### src/rtl/s2mm_pkg.sv
// Shared types and sizing helpers for the stream-to-matrix-memory loader.
package s2mm_pkg;

  typedef enum logic [1:0] {
    RECV_A = 2'd0,
    RECV_B = 2'd1,
    LOADED = 2'd2
  } state_e;

  localparam int DEF_M   = 8;
  localparam int DEF_N1  = 4;
  localparam int DEF_N2  = 4;
  localparam int DEF_D_W = 8;

  localparam int DEF_A_DEPTH = DEF_M * DEF_M / DEF_N1;
  localparam int DEF_B_DEPTH = DEF_M * DEF_M / DEF_N2;
  localparam int DEF_A_AW    = $clog2(DEF_A_DEPTH);
  localparam int DEF_B_AW    = $clog2(DEF_B_DEPTH);

endpackage

### src/rtl/s2mm_mem.sv
// Simple dual-port bank: port A writes, port B reads with one-cycle latency.
module mem
  import s2mm_pkg::*;
#(
  parameter int D_W   = DEF_D_W,
  parameter int DEPTH = DEF_B_DEPTH,
  parameter int AW    = DEF_B_AW
) (
  input  logic          clkA,
  input  logic          enA,
  input  logic          weA,
  input  logic [AW-1:0] addrA,
  input  logic [D_W-1:0] dinA,
  input  logic          clkB,
  input  logic          enB,
  input  logic [AW-1:0] addrB,
  output logic [D_W-1:0] doutB
);

  logic [D_W-1:0] ram_q [DEPTH];
  logic [D_W-1:0] dout_q;

  // Write port; storage is deliberately never reset.
  always_ff @(posedge clkA) begin
    if (enA && weA) begin
      ram_q[addrA] <= dinA;
    end
  end

  // Read port holds its last value while disabled.
  always_ff @(posedge clkB) begin
    if (enB) begin
      dout_q <= ram_q[addrB];
    end
  end

  assign doutB = dout_q;

endmodule

### src/rtl/s2mm.sv
// Receives two M x M matrices over AXI-Stream and scatters them into banked memories.
module s2mm
  import s2mm_pkg::*;
#(
  parameter int M   = DEF_M,
  parameter int N1  = DEF_N1,
  parameter int N2  = DEF_N2,
  parameter int D_W = DEF_D_W
) (
  input  logic                          clk,
  input  logic                          rst,
  input  logic [31:0]                   s_axis_s2mm_tdata,
  input  logic [3:0]                    s_axis_s2mm_tkeep,
  input  logic                          s_axis_s2mm_tlast,
  input  logic                          s_axis_s2mm_tvalid,
  output logic                          s_axis_s2mm_tready,
  input  logic                          rd_en_A   [N1],
  input  logic [$clog2(M*M/N1)-1:0]     rd_addr_A [N1],
  output logic [D_W-1:0]                rd_data_A [N1],
  input  logic                          rd_en_B   [N2],
  input  logic [$clog2(M*M/N2)-1:0]     rd_addr_B [N2],
  output logic [D_W-1:0]                rd_data_B [N2],
  input  logic                          done_multiply,
  output logic                          start_multiply,
  output logic                          loaded,
  output logic                          err_tlast
);

  localparam int MM      = M * M;
  localparam int A_DEPTH = MM / N1;
  localparam int B_DEPTH = MM / N2;
  localparam int A_AW    = $clog2(A_DEPTH);
  localparam int B_AW    = $clog2(B_DEPTH);
  localparam int IDX_W   = $clog2(MM);
  localparam int CNT_W   = IDX_W + 1;

  state_e           state_q, state_d;
  logic [CNT_W-1:0] cnt_q, cnt_d;
  logic             tready_q, tready_d;
  logic             start_q, start_d;
  logic             loaded_q, loaded_d;
  logic             err_q, err_d;

  logic             acc_s;
  logic             last_a_s;
  logic             last_b_s;
  logic [IDX_W-1:0] idx_s;
  logic [D_W-1:0]   wdata_s;
  logic             unused_ok_s;

  assign acc_s       = s_axis_s2mm_tvalid & tready_q;
  assign idx_s       = cnt_q[IDX_W-1:0];
  assign last_a_s    = (cnt_q == CNT_W'(MM - 1));
  assign last_b_s    = (cnt_q == CNT_W'(2 * MM - 1));
  assign wdata_s     = s_axis_s2mm_tdata[D_W-1:0];
  assign unused_ok_s = ^{s_axis_s2mm_tkeep, s_axis_s2mm_tdata};

  // Next-state, beat counter and registered-output logic.
  always_comb begin
    state_d = state_q;
    cnt_d   = cnt_q;
    err_d   = err_q;

    if (acc_s) begin
      cnt_d = cnt_q + CNT_W'(1);
      if (s_axis_s2mm_tlast != last_b_s) begin
        err_d = 1'b1;
      end else begin
        err_d = err_q;
      end
    end else begin
      cnt_d = cnt_q;
    end

    case (state_q)
      RECV_A: begin
        if (acc_s && last_a_s) begin
          state_d = RECV_B;
        end else begin
          state_d = RECV_A;
        end
      end
      RECV_B: begin
        if (acc_s && last_b_s) begin
          state_d = LOADED;
        end else begin
          state_d = RECV_B;
        end
      end
      LOADED: begin
        if (done_multiply) begin
          state_d = RECV_A;
          cnt_d   = '0;
        end else begin
          state_d = LOADED;
        end
      end
      default: begin
        state_d = RECV_A;
        cnt_d   = '0;
      end
    endcase

    tready_d = (state_d != LOADED);
    loaded_d = (state_d == LOADED);
    start_d  = (state_d == LOADED) && (state_q != LOADED);
  end

  // Control registers; tready is purely a function of the registered state.
  always_ff @(posedge clk) begin
    if (rst) begin
      state_q  <= RECV_A;
      cnt_q    <= '0;
      tready_q <= 1'b1;
      start_q  <= 1'b0;
      loaded_q <= 1'b0;
      err_q    <= 1'b0;
    end else begin
      state_q  <= state_d;
      cnt_q    <= cnt_d;
      tready_q <= tready_d;
      start_q  <= start_d;
      loaded_q <= loaded_d;
      err_q    <= err_d;
    end
  end

  assign s_axis_s2mm_tready = tready_q;
  assign start_multiply     = start_q;
  assign loaded             = loaded_q;
  assign err_tlast          = err_q;

  // Bank select is the upper index bits; the in-bank address is the lower bits.
  for (genvar g = 0; g < N1; g++) begin : g_bank_a
    logic we_s;
    assign we_s = acc_s && (state_q == RECV_A) && ((idx_s >> A_AW) == IDX_W'(g));

    mem #(.D_W(D_W), .DEPTH(A_DEPTH), .AW(A_AW)) u_mem (
      .clkA  (clk),
      .enA   (we_s),
      .weA   (we_s),
      .addrA (idx_s[A_AW-1:0]),
      .dinA  (wdata_s),
      .clkB  (clk),
      .enB   (rd_en_A[g]),
      .addrB (rd_addr_A[g]),
      .doutB (rd_data_A[g])
    );
  end

  for (genvar g = 0; g < N2; g++) begin : g_bank_b
    logic we_s;
    assign we_s = acc_s && (state_q == RECV_B) && ((idx_s >> B_AW) == IDX_W'(g));

    mem #(.D_W(D_W), .DEPTH(B_DEPTH), .AW(B_AW)) u_mem (
      .clkA  (clk),
      .enA   (we_s),
      .weA   (we_s),
      .addrA (idx_s[B_AW-1:0]),
      .dinA  (wdata_s),
      .clkB  (clk),
      .enB   (rd_en_B[g]),
      .addrB (rd_addr_B[g]),
      .doutB (rd_data_B[g])
    );
  end

endmodule

### config.mk
export PLATFORM = sky130hd
export DESIGN_NAME = s2mm
export DESIGN_NICKNAME = d
export VERILOG_FILES = /design/src/rtl/s2mm_pkg.sv /design/src/rtl/s2mm_mem.sv /design/src/rtl/s2mm.sv
export SDC_FILE = /design/constraint.sdc
export NUM_CORES = 1
export LEC_CHECK = 0
export CORE_UTILIZATION = 30
export DETAILED_ROUTE_END_ITERATION = 8
export PLACE_DENSITY_LB_ADDON = 0.1
export SLEW_MARGIN = 20
export SYNTH_ARGS = -nofsm -noshare
export SYNTH_HDL_FRONTEND = slang
export SYNTH_SLANG_ARGS = --single-unit
### constraint.sdc
create_clock -name clk -period 3.1 [get_ports clk]
set_clock_uncertainty 0.2 [all_clocks]
set_input_delay 0.93 -clock clk [delete_from_list [all_inputs] [get_ports clk]]
set_output_delay 0.93 -clock clk [all_outputs]
set_load 0.02 [all_outputs]
After elaboration in Yosys (flattened, before gate mapping)
Memory sizes are Yosys's and may differ from the RTL's. A register that Yosys moved wholly into a read port is not among the register bits.
Cells that the tools add are included.
{"block": "op_classes", "n_eq_ne": 11, "n_reduce_logical": 17, "n_div": 0, "magnitude_cmp": 0, "muxes": 23, "multipliers": 0, "n_addsub": 1, "n_bitwise": 1, "shift": 0}
{"op": "$mux W1", "count": 17}
{"op": "$mux W7", "count": 2}
{"op": "$pmux W7 S2", "count": 1}
{"op": "$logic_and A1 B1 Y1", "count": 13}
{"op": "$eq A2 B2 Y1 const B", "count": 4}
{"op": "$add A7 B1 Y7 const B", "count": 1}
{"op": "$eq A7 B6 Y1 const B", "count": 1}
{"op": "$eq A7 B7 Y1 const B", "count": 1}
{"op": "$logic_not A6 Y1", "count": 1}
{"op": "$pmux W2 S3", "count": 1}
{"op": "$eq A2 B1 Y1 const B", "count": 2}
{"op": "$mux W2", "count": 2}
{"op": "$ne A2 B2 Y1 const B", "count": 2}
{"op": "$logic_not A2 Y1", "count": 1}
{"op": "$reduce_and A2 Y1", "count": 1}
{"op": "$reduce_or A2 Y1", "count": 1}
{"op": "$and A1 B1 Y1", "count": 1}
{"op": "$ne A1 B1 Y1", "count": 1}
{"block": "totals", "latch_bits": 0, "memories": 8, "elab_cells": 67, "ff_bits": 13, "romBits": 0, "mem_bits_rw": 1024}
{"memory": "g_bank_a[0].u_mem.ram_q", "words": 16, "word_bits": 8, "rd": 1, "rd_ports_with_merged_regs": 1, "write_ports": 1, "line_no": "s2mm_mem.sv:20", "source": "logic [D_W-1:0] ram_q [DEPTH];"}
{"memory": "g_bank_a[1].u_mem.ram_q", "words": 16, "word_bits": 8, "rd": 1, "rd_ports_with_merged_regs": 1, "write_ports": 1, "line_no": "s2mm_mem.sv:20"}
{"memory": "g_bank_a[2].u_mem.ram_q", "words": 16, "word_bits": 8, "rd": 1, "rd_ports_with_merged_regs": 1, "write_ports": 1, "line_no": "s2mm_mem.sv:20"}
{"memory": "g_bank_a[3].u_mem.ram_q", "words": 16, "word_bits": 8, "rd": 1, "rd_ports_with_merged_regs": 1, "write_ports": 1, "line_no": "s2mm_mem.sv:20"}
{"memory": "g_bank_b[0].u_mem.ram_q", "words": 16, "word_bits": 8, "rd": 1, "rd_ports_with_merged_regs": 1, "write_ports": 1, "line_no": "s2mm_mem.sv:20"}
{"memory": "g_bank_b[1].u_mem.ram_q", "words": 16, "word_bits": 8, "rd": 1, "rd_ports_with_merged_regs": 1, "write_ports": 1, "line_no": "s2mm_mem.sv:20"}
{"memory": "+2 memories"}

Depth between registers and ports, before layout
Gate-level depths: netlist of the first run.
{"block": "logic_depth", "word_depth": 6, "depth_mapped": 5}

By module
A second synthesis of the first run with hierarchy kept.
{"block": "hier_totals", "hier_cells": 1911, "area_unflattened_um2": 42477.0}
{"module": "mem", "cells_each": 230, "area_per_inst_um2": 5232.5, "n_inst": 8, "seq_area_each_um2": 4083.9}
{"module": "s2mm", "cells_each": 71, "area_per_inst_um2": 616.8, "n_inst": 1, "seq_area_each_um2": 260.2}

Worst setup path after synthesis of the first run
OpenSTA, ideal clock, no wires.
{"block": "synth_timing", "kind": "in2reg", "startpoint": "input port s_axis_s2mm_tvalid", "endpoint": "memory g_bank_b[1].u_mem.ram_q[12][0] (netlist bit), enable pin", "stages": 5, "required_time_ps": 2529, "setup_slack_ps": 439, "t_arrival_ps": 2091, "cell_sequence": "nand3_1 -> or3_1 -> clkbuf_1 -> buf_2 -> nor2_1"}
{"block": "synth_via", "elab_chain_cells": 5}
{"item": "from (decl)", "line_no": "s2mm.sv:15", "source": "input logic s_axis_s2mm_tvalid,"}
{"item": "$and A1 B1 Y1", "line_no": "s2mm.sv:51", "source": "assign acc_s = s_axis_s2mm_tvalid & tready_q;"}
{"item": "$logic_and A1 B1 Y1 (2 in series)", "line_no": "s2mm.sv:153", "source": "assign we_s = acc_s && (state_q == RECV_B) && ((idx_s >> B_AW) == IDX_W'(g));"}
{"item": "$mux W1", "line_no": "s2mm_mem.sv:25", "source": "if (enA && weA) begin"}
{"item": "$mux W1 (not written as such)", "line_no": "s2mm_mem.sv:26", "source": "ram_q[addrA] <= dinA;"}
{"item": "to (decl)", "line_no": "s2mm_mem.sv:20"}
No other way between the ends.

Final worst setup path of the first run
{"block": "layout_timing", "startpoint": "register err_q, in the netlist err_tlast", "endpoint": "output port err_tlast"}
{"item": "from (decl)", "line_no": "s2mm.sv:42", "source": "logic err_q, err_d;"}
{"item": "from (signal assigned)", "line_no": "s2mm.sv:124", "source": "err_q <= err_d;"}
{"item": "to (decl)", "line_no": "s2mm.sv:26", "source": "output logic err_tlast"}
No word-level cell between the ends.

==> results_dict.tcl, run 1 <==
set metrics [dict create \
    status "completed" \
    internal_power_uw 25000 \
    drt.antenna.violating_nets 0 \
    yosys_warnings 0 \
    drc 0 \
    drt_wl_total_um 104000 \
    path_cells "clkdlybuf4s50_1" \
    clock_latency_ps 720 \
    synthTopCellsByCount "edfxtp_1, mux4_2, nor2_1" \
    max_freq_mhz 336 \
    ir_drop_mv 0.501 \
    path_clk_slew_ps 50 \
    crit_fanout 2 \
    setup_slack_ps 122 \
    cp_data_required_time_ps 1970 \
    power_frac_seq 0.522 \
    worst-setup-path-type "register to output port" \
    rows 136 \
    swShare 0.209 \
    yosys.area.top_type_share 0.787 \
    min_path_cells 1 \
    synthDistinctLibCells 43 \
    p_sw_uw 6620 \
    grt_max_degree 81 \
    ys_ff_latch 1101 \
    p_total_uw 31600 \
    cp-end-kind "output port" \
    dr.pass1.iters 5 \
    synth.avg_cell_area_um2 22.0 \
    max_stage_delay_ps 680 \
    place_ws_ps 8.72 \
    period_share 0.961 \
    cts_tree "built" \
    track_usage 0.149 \
    io_pins 149 \
    crit_end "err_tlast" \
    rsz0062_at_grt "false" \
    startpoint "err_tlast" \
    clkPwrFrac 0.427 \
    min_period_ps 2980 \
    ctsHtreeMaxLevel 3 \
    postSynth.topFlopCell "edfxtp_1" \
    r2r-start "cnt_q[0]" \
    yosys.area.top_type "edfxtp_1" \
    num_vias 19700 \
    worstReg2RegEnd "g_bank_b[0].u_mem.ram_q[8][0]" \
    core_area_um2 137000 \
    drv_cap 0 \
    cts_buffer_depth 3 \
    grt_pass1_wl_um 150000 \
    fin_tns_setup_ps 0 \
    via_per_inst 4.71 \
    p_per_area_nw_per_um2 624 \
    clock_sinks 1101 \
    synth-edff-count 1088 \
    cts_setup_buffers 0 \
    die_w_um 374 \
    nFillCells 12600 \
    grt_pass1_vias 21500 \
    drtIter0Drc 1480 \
    cts_buffers 121 \
    gp_congestion 0.754 \
    area_growth_pct 22.1 \
    seq_area_frac_synth 0.793 \
    hp-class "input pin to register" \
    syn-cell-area_um2 41500 \
    power.leakage_uw 0.0162 \
    combPwrFrac 0.051 \
    finalMaxSlewViolations 0 \
    slowest_stage "clkdlybuf4s50_1" \
    rr_worst_depth 6 \
    postCtsHoldBufs 0 \
    arrival_ps 1850 \
    drive_above_1_share 0.292 \
    grt_overflow 0 \
    fin_nets 2374 \
    die_height_um 374 \
    r2r_slack_ps 650 \
    tightest_slew_ps 677 \
    synth.most_common_cell "edfxtp_1" \
    fin_area_um2 50700 \
    clock-root-buffer "clkbuf_16" \
    die_area_um2 140000 \
    io_buffers 120 \
    critical_path_buf_inv_count 1 \
    start_util 0.302 \
    final_hold_viol_count 0 \
    cp-start-kind "register" \
    setup_viol 0 \
    synth_nets 1976 \
    synthArstFlopShare 0 \
    cp.depth 1 \
    placed_cell_area_um2 47000 \
    routedWlPerCell_um 24.8 \
    synth_area_leaders "edfxtp_1, mux4_2, a22oi_1" \
    hpwl_um 64300 \
    crit_family "buffers and inverters" \
    slew_headroom 0.549 \
    grt_antenna_before_repair 4 \
    syn_inst 1891 \
]
## worst min-delay path by stage
stage                     slack, ps                             to                 start
after floorplan                 280                       cnt_q[6]              cnt_q[6]
after global placement          300                       cnt_q[6]              cnt_q[6]
after detailed placement        340                       cnt_q[1]              cnt_q[1]
after CTS                       240  g_bank_b[2].u_mem.ram_q[9][7]  s_axis_s2mm_tdata[7]
after global routing            280  g_bank_b[2].u_mem.ram_q[9][7]  s_axis_s2mm_tdata[7]
final                           310  g_bank_b[2].u_mem.ram_q[9][7]  s_axis_s2mm_tdata[7]
## layer usage
metal  wire, µm  global-route usage  vias to the layer above
li1           -                   -                     8715
met1      45400               0.198                    10500
met2      51500               0.247                      377
met3       4790              0.0288                      122
met4       1980              0.0439                        4
met5         28                   0                        -
## timing repair
item | in CTS | in global routing
gates resized for setup | 1 | 1
pin swaps | 0 | 0
hold endpoints to repair | 0 | 0
endpoints found under the setup margin | 1 | 1
## cell type report
type | instances | area [µm²] | area share
Multi-Input combinational cell | 689 | 8150 | 0.161
Timing Repair Buffer | 372 | 3630 | 0.0717
Sequential cell | 1101 | 32900 | 0.649
Antenna cell | 2 | 5.00 | 0.0000987
Inverter | 4 | 15.0 | 0.000296
Clock inverter | 63 | 470 | 0.00928
Clock buffer | 158 | 3250 | 0.0641
Tap cell | 1794 | 2240 | 0.0443
## registers in the layout, summed over array words and instances (netlist names)
| name | count |
|---|---|
| g_bank_b.u_mem.ram_q | 512 |
| start_multiply | 1 |
| g_bank_a.u_mem.ram_q | 512 |
| err_tlast | 1 |
| cnt_q | 7 |
| state_q | 2 |
| g_bank_a.u_mem.doutB | 32 |
| loaded | 1 |
| g_bank_b.u_mem.doutB | 32 |
| s_axis_s2mm_tready | 1 |
## metrics by stage
step / hold WS, ps / utilization / cells
after floorplan: 284 / - / 1891
after global placement: 303 / 0.342 / 3960
after detailed placement: 341 / 0.342 / 3960
after CTS: 244 / 0.369 / 4181
after global routing: 278 / 0.369 / 4182
final: 310 / 0.369 / 4183
## worst reg2reg max path: stages (launching register included)
cell and delay [ps]:
dfxtp_1 350, inv_1 130, ha_1 220, nand3b_1 460
buf_4 430, nor2_1 180, buf_4 180
## cells by family (layout without fill, tap and decap cells)
kind of cell / Yosys count / in the layout / share of synthesized area
flops: 1101 / 1101 / 0.793
simple gates: 283 / 283 / 0.0302
mux: 256 / 256 / 0.139
compound gates: 144 / 144 / 0.0257
buf+inv: 101 / 597 / 0.0109
fa+ha+maj: 4 / 4 / 0.00120
xor+xnor: 2 / 2 / 0.000422
other cells: 0 / 2 / 0
## power by group through the flow
stage | sequential, µW | clock [µW] | combinational (µW)
floorplan | 16900 | 0 | 657
global placement | 16800 | 0 | 1660
detailed placement | 16800 | 0 | 1670
CTS | 16500 | 14000 | 1680
global route | 16500 | 14500 | 1750
finish | 16500 | 13500 | 1620
## cell usage in the layout (no fill, tap or decap), drive strengths merged, types with 6 or more instances in the layout
cell type / instances
nand2: 80
clkinv: 51
clkdlybuf4s50: 102
nor2b: 19
buf: 268
nand3: 11
bufinv: 7
nor2: 142
inv: 6
mux4: 256
edfxtp: 1088
clkbuf: 158
a22oi: 128
and2: 8
dfxtp: 13
Power figures use the tool's default switching activity.
==> inputs of run 2 (changes only) <==
--- a/config.mk
+++ b/config.mk
@@ -8,7 +8,6 @@
 export CORE_UTILIZATION = 30
 export DETAILED_ROUTE_END_ITERATION = 8
 export PLACE_DENSITY_LB_ADDON = 0.1
-export SLEW_MARGIN = 20
 export SYNTH_ARGS = -nofsm -noshare
 export SYNTH_HDL_FRONTEND = slang
 export SYNTH_SLANG_ARGS = --single-unit
==> results of run 2 <==
The final DEF is identical to that of run 1; final timing and power are the same.
